### src/rtl/keypad_pkg.sv
// Shared types and constants for the 4x4 keypad scanner.
package keypad_pkg;

  localparam int KEY_W = 4;

  typedef enum logic [1:0] {IDLE, DEBOUNCE, PRESSED, RELEASE} kp_state_e;

  // Active-low one-hot row drive, indexed by row number.
  localparam logic [3:0] ROW_PAT [0:3] = '{4'b1110, 4'b1101, 4'b1011, 4'b0111};

  // Index of the lowest closed (low) column; only meaningful when one is low.
  function automatic logic [1:0] first_low(input logic [3:0] col);
    if (!col[0])      first_low = 2'd0;
    else if (!col[1]) first_low = 2'd1;
    else if (!col[2]) first_low = 2'd2;
    else              first_low = 2'd3;
  endfunction

endpackage

### src/rtl/keypad_debounce.sv
// Frame-rate press/release debouncer: one key_valid pulse per accepted press,
// key_held from acceptance until a debounced release.
import keypad_pkg::*;

module keypad_debounce #(
  parameter int DEBOUNCE_FRAMES = 4
) (
  input  logic             clk,
  input  logic             rst,
  input  logic             frame_tick,
  input  logic             hit,
  input  logic [KEY_W-1:0] code,
  output logic [KEY_W-1:0] key_code,
  output logic             key_valid,
  output logic             key_held
);

  localparam int CW = $clog2(DEBOUNCE_FRAMES + 1);
  localparam logic [CW-1:0] LIMIT = CW'(DEBOUNCE_FRAMES);
  localparam logic [CW-1:0] ONE   = CW'(1);

  kp_state_e        state, state_n;
  logic [CW-1:0]    cnt, cnt_n, rel_cnt, rel_n;
  logic [KEY_W-1:0] cand, cand_n, code_n;
  logic             valid_n, held_n;

  // State, counters and registered outputs.
  always_ff @(posedge clk or negedge rst) begin
    if (!rst) begin
      state     <= IDLE;
      cnt       <= '0;
      rel_cnt   <= '0;
      cand      <= '0;
      key_code  <= '0;
      key_valid <= 1'b0;
      key_held  <= 1'b0;
    end else begin
      state     <= state_n;
      cnt       <= cnt_n;
      rel_cnt   <= rel_n;
      cand      <= cand_n;
      key_code  <= code_n;
      key_valid <= valid_n;
      key_held  <= held_n;
    end
  end

  // Next state; everything moves only on a frame boundary, key_valid self-clears.
  always_comb begin
    state_n = state;
    cnt_n   = cnt;
    rel_n   = rel_cnt;
    cand_n  = cand;
    code_n  = key_code;
    valid_n = 1'b0;
    held_n  = key_held;
    if (frame_tick) begin
      unique case (state)
        IDLE: if (hit) begin
          cand_n = code;
          if (LIMIT == ONE) begin
            state_n = PRESSED;
            code_n  = code;
            valid_n = 1'b1;
            held_n  = 1'b1;
            rel_n   = '0;
          end else begin
            state_n = DEBOUNCE;
            cnt_n   = ONE;
          end
        end
        DEBOUNCE: begin
          if (!hit) begin
            state_n = IDLE;
            cnt_n   = '0;
          end else if (code != cand) begin
            cand_n = code;
            cnt_n  = ONE;
          end else if (cnt + ONE == LIMIT) begin
            state_n = PRESSED;
            cnt_n   = '0;
            code_n  = cand;
            valid_n = 1'b1;
            held_n  = 1'b1;
            rel_n   = '0;
          end else begin
            cnt_n = cnt + ONE;
          end
        end
        PRESSED: begin
          // Any key keeps the press alive; new keys are not reported.
          if (hit) rel_n = '0;
          else if (LIMIT == ONE) begin
            state_n = IDLE;
            held_n  = 1'b0;
          end else begin
            state_n = RELEASE;
            rel_n   = ONE;
          end
        end
        RELEASE: begin
          if (hit) begin
            state_n = PRESSED;
            rel_n   = '0;
          end else if (rel_cnt + ONE == LIMIT) begin
            state_n = IDLE;
            held_n  = 1'b0;
            rel_n   = '0;
          end else begin
            rel_n = rel_cnt + ONE;
          end
        end
        default: state_n = IDLE;
      endcase
    end
  end

endmodule

### src/rtl/keypad_scanner.sv
// Row-scanned 4x4 keypad reader: row drive, column sync, per-frame priority
// encode, then frame-rate debounce.
import keypad_pkg::*;

module keypad_scanner #(
  parameter int SCAN_DIV        = 1000,
  parameter int DEBOUNCE_FRAMES = 4
) (
  input  logic             clk,
  input  logic             rst,
  input  logic [3:0]       key_col,
  output logic [3:0]       key_row,
  output logic [KEY_W-1:0] key_code,
  output logic             key_valid,
  output logic             key_held
);

  localparam int DIV_W = (SCAN_DIV > 1) ? $clog2(SCAN_DIV) : 1;

  logic [DIV_W-1:0] dwell;
  logic [1:0]       row_idx;
  logic [3:0]       col_s1, col_s2;
  logic             scr_hit;
  logic [KEY_W-1:0] scr_code;
  logic             sample, row_hit, frame_tick, frame_hit;
  logic [KEY_W-1:0] row_code, frame_code;

  assign key_row    = ROW_PAT[row_idx];
  assign sample     = (dwell == DIV_W'(SCAN_DIV - 1));
  assign row_hit    = ~&col_s2;
  assign row_code   = {row_idx, first_low(col_s2)};
  assign frame_tick = sample && (row_idx == 2'd3);
  // Rows are sampled in order, so an earlier row's hit always has the lower code.
  assign frame_hit  = scr_hit | row_hit;
  assign frame_code = scr_hit ? scr_code : row_code;

  // Two-flop synchroniser on the column lines; idle level is all-open.
  always_ff @(posedge clk or negedge rst) begin
    if (!rst) begin
      col_s1 <= 4'hF;
      col_s2 <= 4'hF;
    end else begin
      col_s1 <= key_col;
      col_s2 <= col_s1;
    end
  end

  // Dwell counter and row index; free-running in every debounce state.
  always_ff @(posedge clk or negedge rst) begin
    if (!rst) begin
      dwell   <= '0;
      row_idx <= '0;
    end else if (sample) begin
      dwell   <= '0;
      row_idx <= row_idx + 2'd1;
    end else begin
      dwell <= dwell + DIV_W'(1);
    end
  end

  // Frame scratch: first hit of rows 0..2; cleared when the frame result is consumed.
  always_ff @(posedge clk or negedge rst) begin
    if (!rst) begin
      scr_hit  <= 1'b0;
      scr_code <= '0;
    end else if (sample) begin
      if (frame_tick) begin
        scr_hit  <= 1'b0;
        scr_code <= '0;
      end else if (!scr_hit && row_hit) begin
        scr_hit  <= 1'b1;
        scr_code <= row_code;
      end
    end
  end

  keypad_debounce #(.DEBOUNCE_FRAMES(DEBOUNCE_FRAMES)) u_deb (
    .clk       (clk),
    .rst       (rst),
    .frame_tick(frame_tick),
    .hit       (frame_hit),
    .code      (frame_code),
    .key_code  (key_code),
    .key_valid (key_valid),
    .key_held  (key_held)
  );

endmodule
### config.mk
export PLATFORM = sky130hd
export DESIGN_NAME = keypad_scanner
export DESIGN_NICKNAME = d
export VERILOG_FILES = /design/src/rtl/keypad_pkg.sv /design/src/rtl/keypad_debounce.sv /design/src/rtl/keypad_scanner.sv
export SDC_FILE = /design/constraint.sdc
export NUM_CORES = 1
export LEC_CHECK = 0
export ABC_AREA = 1
export CAP_MARGIN = 25
export CORE_UTILIZATION = 60
export DETAILED_ROUTE_END_ITERATION = 8
export DONT_BUFFER_PORTS = 1
export PLACE_DENSITY = 0.76
export SLEW_MARGIN = 25
export SYNTH_ARGS = -nofsm -noshare
export SYNTH_HDL_FRONTEND = slang
export SYNTH_SLANG_ARGS = --single-unit
### constraint.sdc
create_clock -name clk -period 1.7 [get_ports clk]
set_input_delay 0.51 -clock clk [delete_from_list [all_inputs] [get_ports clk]]
set_output_delay 0.51 -clock clk [all_outputs]
set_load 0.05 [all_outputs]
==> run_results.csv <==
group,metric,value,unit
route,drc,0,
place,placedCellCount,307,
timing,maxSlewViolCount,0,
timing,hold_ws,0.0355,ns
power,ir_drop,0.990,mV
timing,final.setup_skew,0.0119,ns
clock_tree,cts_max_path_buffers,2,
timing,relSlewSlack,67.2,%
setup_path,cp.arrival,1.21,ns
grt,grt_pass1_wl,7020,microns
yosys,syn-num-nets,272,
yosys,synth_warnings,0,
yosys,syn-instance-count,257,
run_status,failed_checks,"negative setup slack",
clock_tree,cts_tree,"yes",
yosys,yosys.cell_types.count,34,
grt,grt_pass1_vias,1514,
yosys,syn_area,0.00224,sq mm
run_status,status,"complete, but fails checks",
floorplan,dieArea,0.00399,sq mm
route,dr.first_iter.drc_count,117,
floorplan,core-area,0.00347,sq mm
finish,drive_above_1_share,31.0,%
clock_tree,cts.sinks,43,
clock_tree,cts-htree-levels,2,
clock_tree,clock_latency,0.30,ns
yosys,synth-seq-area-share,48.4,%
flow_run,max_cap_violations,0,
timing,timing.final.crit_share,101,%
place,gp_congestion,0.815,
route,vias_per_cell,5.16,
grt,overflow,0,
floorplan,row_count,21,
timing,setup_ws,-0.0196,ns
place,hpwl,2820,microns
route,drt-pass1-iter-count,4,
timing,max_freq,582,MHz
route,wl,4370,microns
yosys,synth_ff_type,"dfrtp_1",
setup_path,critPathMaxFanout,4,
min_path,hp-class,"input pin to async pin",
finish,stdcell_count,327,
timing,setup-violations-final,2,
clock_tree,clkTransAtPathRegs,0.08,ns
timing,worstMarginPinSlew,0.491,ns
yosys,ys_ff_latch,43,
power,p_leak,1.31,nW
finish,nets,295,
floorplan,io_pins,16,
timing,hold_viol,0,
grt,grtUsageTotal,23.1,%
setup_path,critPathKind,"flop to primary output",
yosys,avgSynthCellArea,8.73,sq um
clock_tree,numCtsBuffers,5,
timing,min_period,1.72,ns
route,vias,1687,
place,io_buffers,0,
route,wl_per_cell,13.4,microns
yosys,synthArstFlopShare,100,%
finish,num_antenna_cells,0,
setup_path,endpoint_kind,"primary output",
floorplan,die_w,63.2,microns
clock_tree,root_buffer,"clkbuf_8",
setup_path,cp.required,1.19,ns
power,powerDensity,724,mW/mm^2
yosys,synth_edf_count,0,
setup_path,critPathLaunchType,"flop",
floorplan,start_util,64.7,%
finish,syn2layout_area_growth,18.6,%
finish,fillers,242,
floorplan,die_h,63.2,microns
grt,grt_max_degree,36,
grt,antenna_found_initial,0,
timing,rsz0062_at_grt,"yes",
route,ant_nets,0,
==> worst max-delay path, cell delays in order (launching register included) <==
cell,delay (ns)
dfrtp_1,0.43
inv_2,0.12
ha_2,0.19
inv_2,0.04
buf_12,0.14
==> synth_stat cells, types with 2 or more instances <==
master / number / area (sq um)
dfstp_2: 8 / 210
nand3b_1: 4 / 30.0
ha_1: 9 / 113
nor2_4: 3 / 33.8
nor2_1: 16 / 60.1
o22ai_1: 4 / 25.0
a21oi_1: 8 / 40.0
o21ai_0: 3 / 15.0
nor3_1: 7 / 35.0
xor2_1: 4 / 35.0
nand2_1: 66 / 248
xnor2_1: 2 / 17.5
dfrtp_1: 35 / 876
nand3_2: 4 / 40.0
nand2_2: 8 / 50.1
inv_2: 5 / 18.8
inv_1: 33 / 124
nand3_1: 7 / 35.0
nand2_4: 2 / 22.5
nor2_2: 6 / 37.5
o21ai_1: 8 / 40.0
or2_2: 2 / 12.5
nand4_1: 2 / 12.5
==> what timing repair did <==
| action | CTS | global route |
|---|---|---|
| gates resized for setup | 9 | 17 |
| setup buffers | 5 | 5 |
| cloned | 0 | 1 |
| endpoints found under the hold margin | 35 | 0 |
| hold buffers | 1 | 0 |
| pin swaps | 1 | 7 |
| endpoints found under the setup margin | 7 | 22 |
==> cell type report <==
cell class	count	area [sq um]	area share, %
multi-input combinational	173	1060	39.8
inverter	41	165	6.21
sequential	43	1090	40.9
timing repair buffer	16	174	6.54
clock buffer	6	82.6	3.10
tap	46	57.6	2.16
clock inverter	2	35.0	1.32
==> layer usage <==
metal | track usage [%] | part of all wire [%] | vias up | wire (microns)
met3 | 6.70 | 3.4 | 5 | 150
met5 | 0 | 0 | - | 0
li1 | - | - | 852 | -
met4 | 6.98 | 1.2 | 0 | 53
met2 | 38.4 | 50 | 31 | 2200
met1 | 28.8 | 45 | 799 | 1960
==> power by group <==
| part | switching, mW | internal, mW |
|---|---|---|
| clock network | 0.353 | 0.476 |
| logic | 0.0382 | 0.0148 |
| registers | 0.00441 | 1.04 |
==> layout by cell type (no fill, tap or decap), drive strengths merged, types with 2 or more instances in the layout <==
master,netlist,routed
a21oi,9,9
buf,1,16
clkbuf,0,6
clkinv,2,2
dfrtp,35,35
dfstp,8,8
ha,9,9
inv,39,40
nand2,76,76
nand3,12,12
nand3b,4,4
nand4,2,2
nor2,25,25
nor3,7,7
o21ai,11,11
o21bai,1,2
o22ai,4,4
or2,2,2
xnor2,2,2
xor2,4,4
==> metrics by stage <==
stage / total power [mW] / util [%] / area, sq um / setup TNS [ns] / setup WS [ns]
after CTS: 1.93 / 73.6 / 2550 / -0.0565 / -0.0321
after detailed placement: 1.09 / 68.2 / 2370 / -0.0217 / -0.0196
after global routing: 1.99 / 76.7 / 2660 / -1.14 / -0.0862
after floorplan: 1.09 / - / 2240 / 0 / 0.200
final: 1.93 / 76.7 / 2660 / -0.0271 / -0.0196
after global placement: 1.09 / 68.2 / 2370 / -0.0132 / -0.0132
==> logic make-up (layout without fill, tap and decap cells) <==
family	Yosys count	in the layout	synth area share [%]
and+or+nand+nor	130	130	28.9
AOI/OAI and AO/OA	27	28	7.58
xor gates and xnor gates	6	6	2.34
DFF	43	43	48.4
buffers and inverters	42	65	7.75
adders and majority gates	9	9	5.02
==> state kept, by name (all words and copies together), names as in the netlist, 2 cells and up, named ones only <==
signal,cells
col_s1,4
col_s2,4
dwell,10
row_idx,2
scr_code,4
u_deb.cand,4
u_deb.cnt,3
u_deb.key_code,4
u_deb.rel_cnt,3
==> path summary, 6_finish.rpt <==
check | end | depth (start not counted) | from | slack, ns
min in group clk | col_s1[2] | 0 | key_col[2] | 0.21
max in group asynchronous | row_idx[1] | 1 | rst | 1.47
hold / removal | u_deb.cand[0] | 1 | rst | 0.04
setup / recovery | key_row[2] | 4 | row_idx[0] | -0.02
hold reg to reg | col_s2[2] | 0 | col_s1[2] | 0.35
setup reg to reg | u_deb.cand[1] | 11 | dwell[0] | 0.04
Note: power is estimated with default switching activity, not from simulation.
==> RTL change 1, RTL diff (same settings) <==
`DEBOUNCE_FRAMES` is set to 4 in 2 places; all go to 8.
--- a/src/rtl/keypad_debounce.sv
+++ b/src/rtl/keypad_debounce.sv
@@ -4,5 +4,5 @@
 
 module keypad_debounce #(
-  parameter int DEBOUNCE_FRAMES = 4
+  parameter int DEBOUNCE_FRAMES = 8
 ) (
   input  logic             clk,
--- a/src/rtl/keypad_scanner.sv
+++ b/src/rtl/keypad_scanner.sv
@@ -5,5 +5,5 @@
 module keypad_scanner #(
   parameter int SCAN_DIV        = 1000,
-  parameter int DEBOUNCE_FRAMES = 4
+  parameter int DEBOUNCE_FRAMES = 8
 ) (
   input  logic             clk,
Check against the original RTL: same outputs for any inputs over 10 cycles, from zero or initial values and one cycle with rst low; that may be too few to reach the edited logic, so the function may still have changed.
==> RTL change 1 against the original RTL <==
The run still ends with setup timing left; sequential power grew 5%; worst setup slack lost 0.018 ns; total power shrank 7.1%; final area grew 5.4%; sequential cell count grew 2; critical path depth is the same; area after synthesis grew 5.4%; clock power shrank 22%; combinational power grew 2%; synthesized cell count grew 6.6%; first-iteration DRC count shrank 9.4%; wire length shrank 3.6%; fmax shrank 1.0%; critical path type unchanged.
==> RTL change 1: results (changes against the original RTL) <==
* Status: finished, violations left
* Violated checks: setup timing
* Total negative slack for setup checks at -0.0733 ns (-0.0462 ns)
* Post-synthesis cell type count at 33 (-2.9%)
* Cell leakage power at 1.36 nW (+3.6%)
* Maximum clock skew at final layout at 0.00214 ns (-0.00974 ns)
* Worst-skew pair later-pin latency at 0.30 ns (about the same)
* Fraction of registers with async set or reset after synthesis at 1.00 (unchanged)
* Pre-antenna DRT Iters at 4 (unchanged)
* H-tree depth at 2 (unchanged)
* Setup violators final at 3 (+1)
* Most numerous cell types in the synthesized netlist: nand2_1, inv_1, dfrtp_1, nor2_1, nand3_1
* Sequential fraction of the synthesis area at 0.480 (-0.00367)
* Routed wire per std cell at 12.0 um (-10%)
* GPL Wtd Cong at 0.801 (-1.7%)
* Wire length of the first global-routing pass at 7160 um (+2.0%)
* Synthesized net count at 288 (+5.9%)
* Count of fill cells added during filler insertion at 268 (+11%)
* CTS Buf Count at 5 (unchanged)
* Data arrival time of the critical path at 1.23 ns (+0.02 ns)
* Violation count after the first detailed-routing iteration at 106 (-9.4%)
* Post-synth top flop: dfrtp_1
* Transition time at the pin with the least slew margin at 0.479 ns (-0.0121 ns)
* Leading cell types by total area after synthesis: dfrtp_1, nand2_1, dfstp_2, inv_1, ha_1
* Overall routing resource usage at 0.225 (-0.00619)
* Net count reported at finish at 317 (+7.5%)
* Share of post-route cells with drive strength above 1 at 0.293 (-0.0168)
* Number of antenna violations at the first check in global routing at 0 (unchanged)
* IR Drop Worst-Case VDD at 0.608 mV (-39%)
* Half-perimeter wire length after placement at 2940 um (+4.0%)
* Vias in the first global route at 1635 (+8.0%)
* Maximum number of pins on one net before global-route repair at 38 (+5.6%)
* Routed vias at 1808 (+7.2%)
* Post-Place Worst Slack at 0.0351 ns (+0.0547 ns)
* Post-DP Area at 0.00253 mm^2 (+7.0%)
* Setup slack of the critical path after layout at -0.0371 ns (-0.0175 ns)
## RTL change 1: area by class of cell
cell class / instances / area (um^2) / area share
clock buffer: 5 / 68.8 / 0.0245
clock inverter: 3 / 17.5 / 0.00625
inverter: 42 / 165 / 0.0589
multi-input combinational: 186 / 1120 / 0.398
sequential: 45 / 1140 / 0.406
tap: 48 / 60.1 / 0.0214
timing repair buffer: 23 / 239 / 0.0852
## RTL change 1: per-stage QoR
stage	instances	util
finish	352	0.755
global route	352	0.755
CTS	346	0.728
detailed placement	330	0.681
global placement	330	0.681
floorplan	274	-
## RTL change 1: cells by family after synthesis
kind of cell | share of synthesized area
simple gates | 0.293
flops | 0.480
buf+inv | 0.0746
compound gates | 0.0915
fa+ha+maj | 0.0423
xor+xnor | 0.0185
## RTL change 1: worst paths after layout
| path | slack (ns) | depth (start not counted) | from | to |
|---|---|---|---|---|
| setup / recovery | -0.04 | 4 | row_idx[1] | key_row[0] |
| hold reg to reg | 0.36 | 0 | col_s1[1] | col_s2[1] |
| hold / removal | 0.04 | 1 | rst | u_deb.key_code[0] |
| max in group asynchronous | 1.47 | 1 | rst | u_deb.rel_cnt[0] |
| min in group clk | 0.20 | 0 | key_col[0] | col_s1[0] |
| setup reg to reg | 0.05 | 11 | row_idx[1] | u_deb.key_code[2] |
## RTL change 1: metal layers
| layer | routed length (um) | GRT usage |
|---|---|---|
| met2 | 2050 | 0.372 |
| met5 | 0 | 0 |
| met4 | 48 | 0.0611 |
| met1 | 1940 | 0.289 |
| met3 | 168 | 0.0599 |
## RTL change 1: power breakdown
| part | internal, mW | total, mW | switching (mW) |
|---|---|---|---|
| combinational | 0.0150 | 0.0539 | 0.0389 |
| sequential | 1.09 | 1.09 | 0.00442 |
| clock | 0.284 | 0.644 | 0.361 |
| total | 1.39 | 1.79 | 0.404 |
## RTL change 1: critical path: stages, from the launching register on
cell	delay (ns)
dfrtp_1	0.44
inv_2	0.13
ha_2	0.19
inv_2	0.04
buf_12	0.14
## RTL change 1: repair_timing
action	in CTS	in global routing
buffers inserted	7	6
endpoints found under the hold margin	37	0
hold buffers	1	0
resized for setup	10	18
pin swaps	0	6
endpoints found under the setup margin	4	27
==> RTL change 2, RTL diff (same settings) <==
Without the edit above. Register the input `key_col` before use, with the module's reset. The logic sees it one clock later.
--- a/src/rtl/keypad_scanner.sv
+++ b/src/rtl/keypad_scanner.sv
@@ -17,4 +17,14 @@
 
   localparam int DIV_W = (SCAN_DIV > 1) ? $clog2(SCAN_DIV) : 1;
+
+  logic [3:0] key_col_q;
+
+  always_ff @(posedge clk or negedge rst) begin
+    if (!rst) begin
+      key_col_q <= '0;
+    end else begin
+      key_col_q <= key_col;
+    end
+  end
 
   logic [DIV_W-1:0] dwell;
@@ -41,5 +51,5 @@
       col_s2 <= 4'hF;
     end else begin
-      col_s1 <= key_col;
+      col_s1 <= key_col_q;
       col_s2 <= col_s1;
     end
Formal check against the unedited RTL: same outputs for any inputs over 10 cycles, from zero or initial values and one cycle with rst low; that may be too few to reach the edited logic, so the function may still have changed.
==> RTL change 2 against the original RTL <==
Sequential cell count grew 4; total power shrank 2.0%; critical path depth grew 8; area after synthesis grew 7.6%; largest cell class is now multi-input gates; clock power shrank 17%; wire length grew 15%; worst setup slack lost 0.027 ns; final area grew 10%; combinational power grew 6.8%; the flow still finishes with violations (setup timing); fmax shrank 1.5%.
==> RTL change 2: results (changes against the original RTL) <==
* Maximum clock skew at final layout at 0.0122 ns (+0.000345 ns)
* Maximum number of pins on one net before global-route repair at 40 (+11%)
* Pre-antenna DRT Iters at 4 (unchanged)
* Via-to-Cell Ratio at 5.41 (+4.8%)
* Synthesized net count at 275 (+1.1%)
* CP max FO at 6 (+2)
* Data arrival time of the critical path at 1.93 ns (+0.72 ns)
* R2R depth at 12 (+1)
* Reg clk slew, reported paths at 0.09 ns
* Sequential fraction of the synthesis area at 0.491 (+0.00736)
* Setup slack of the critical path after layout at -0.0463 ns (-0.0267 ns)
* Cell leakage power at 1.31 nW (-0.50%)
* Number of instances in the synthesized netlist at 260 (+1.2%)
* Final instance count without filler cells at 338 (+3.4%)
* Violation count after the first detailed-routing iteration at 131 (+12%)
* Switching part of the total power at 0.235 (+0.0297)
* Share of post-route cells with drive strength above 1 at 0.376 (+0.0663)
* Post-synthesis cell type count at 31 (-8.8%)
* Status: finished, violations left
* Total negative slack for setup checks at -0.211 ns (-0.184 ns)
* Critical Path Slowest Stage Cell: dfrtp_1
* Setup violators final at 9 (+7)
* Transition time at the pin with the least slew margin at 0.486 ns (-0.00580 ns)
* R2R Path Start: dwell[0]
* Number of placed cells counting well taps at 313 (+2.0%)
* H-tree depth at 2 (unchanged)
* Largest stage delay, worst path at 0.43 ns (about the same)
* Fraction of registers with async set or reset after synthesis at 1.00 (unchanged)
* Count of fill cells added during filler insertion at 239 (-1.2%)
* Reg with most FFs: dwell
* Final wirelength at 5040 um (+15%)
* GPL Wtd Cong at 0.821 (+0.74%)
* Post-DP Area at 0.00255 mm^2 (+7.6%)
* Most numerous cell types in the synthesized netlist: nand2_1, dfrtp_1, inv_1, nand3_1, nor2_1
* Wire length of the first global-routing pass at 8010 um (+14%)
* Count of buffers inserted at the top-level ports at 0 (unchanged)
* Post-Place Worst Slack at 0.0455 ns (+0.0651 ns)
* Worst Hold Class: in -> async
* End of the worst register-to-register path: u_deb.rel_cnt[1]
* Leading cell types by total area after synthesis: dfrtp_1, nand2_1, dfstp_2, ha_1, inv_1
* Number of warnings issued by yosys at 0 (unchanged)
* Vias in the first global route at 1761 (+16%)
* Overall routing resource usage at 0.256 (+0.0250)
* Final Hold Slack at 0.0228 ns (-0.0126 ns)
* Maximum buffer depth of the clock tree at 2 (unchanged)
* Half-perimeter wire length after placement at 2990 um (+5.9%)
* Clk Tree Root Cell: clkbuf_8
* Violated checks: setup timing
* Net count reported at finish at 304 (+3.1%)
* IR Drop Worst-Case VDD at 0.571 mV (-42%)
==> RTL change 2: repair_timing <==
| action | 4_1_cts | 5_1_grt |
|---|---|---|
| resized for setup | 19 | 26 |
| setup buffers | 6 | 9 |
| cloned | 0 | 1 |
| pin swaps | 2 | 10 |
| hold buffers | 1 | 0 |
| endpoints found under the setup margin | 4 | 24 |
| endpoints found under the hold margin | 39 | 0 |
==> RTL change 2: worst max-delay path: cells and delay by family, from the launching register on <==
family / cells / cell delay [ns]
simple gates: 9 / 0.84
flops: 1 / 0.43
fa+ha+maj: 1 / 0.23
buf+inv: 1 / 0.07
compound gates: 1 / 0.06
==> RTL change 2: cell type report <==
class                      count  area, um^2  share of cell area
inverter                      37         169              0.0577
timing repair buffer          22         230              0.0786
sequential                    47        1190               0.406
tap                           48        60.1              0.0205
clock inverter                 3        20.0             0.00683
multi-input combinational    176        1190               0.407
clock buffer                   5        68.8              0.0235
==> RTL change 2: cell families (layout without fill, tap and decap cells) <==
logic type      after synthesis  in the layout  share of synthesized area
flops                        47             47                      0.491
simple gates                133            134                      0.312
compound gates               27             27                     0.0601
xor+xnor                      6              6                     0.0218
buf+inv                      38             67                     0.0684
fa+ha+maj                     9              9                     0.0466
==> RTL change 2: worst max path at each step <==
stage / endpoint / slack (ns) / start
floorplan: key_row[0] / 0.18 / row_idx[0]
global placement: u_deb.cnt[0] / 0.08 / u_deb.cnt[0]
detailed placement: u_deb.key_code[1] / 0.05 / scr_hit
CTS: key_row[0] / -0.009 / row_idx[1]
global route: u_deb.rel_cnt[1] / -0.13 / dwell[0]
finish: u_deb.rel_cnt[1] / -0.05 / dwell[0]
==> RTL change 2: per-layer routing <==
metal  up-vias  global-route usage  wire [um]
li1        882                   -          -
met5         -                   0          0
met2        42               0.428       2590
met4         0               0.106        102
met3        10              0.0694        170
met1       893               0.311       2180
==> RTL change 2: power by group through the flow <==
stage / clock [mW] / sequential, mW / combinational [mW]
after global placement: 0 / 1.17 / 0.0289
after CTS: 0.683 / 1.15 / 0.0529
after floorplan: 0 / 1.17 / 0.0239
final: 0.685 / 1.15 / 0.0566
after detailed placement: 0 / 1.17 / 0.0293
after global routing: 0.752 / 1.15 / 0.0647
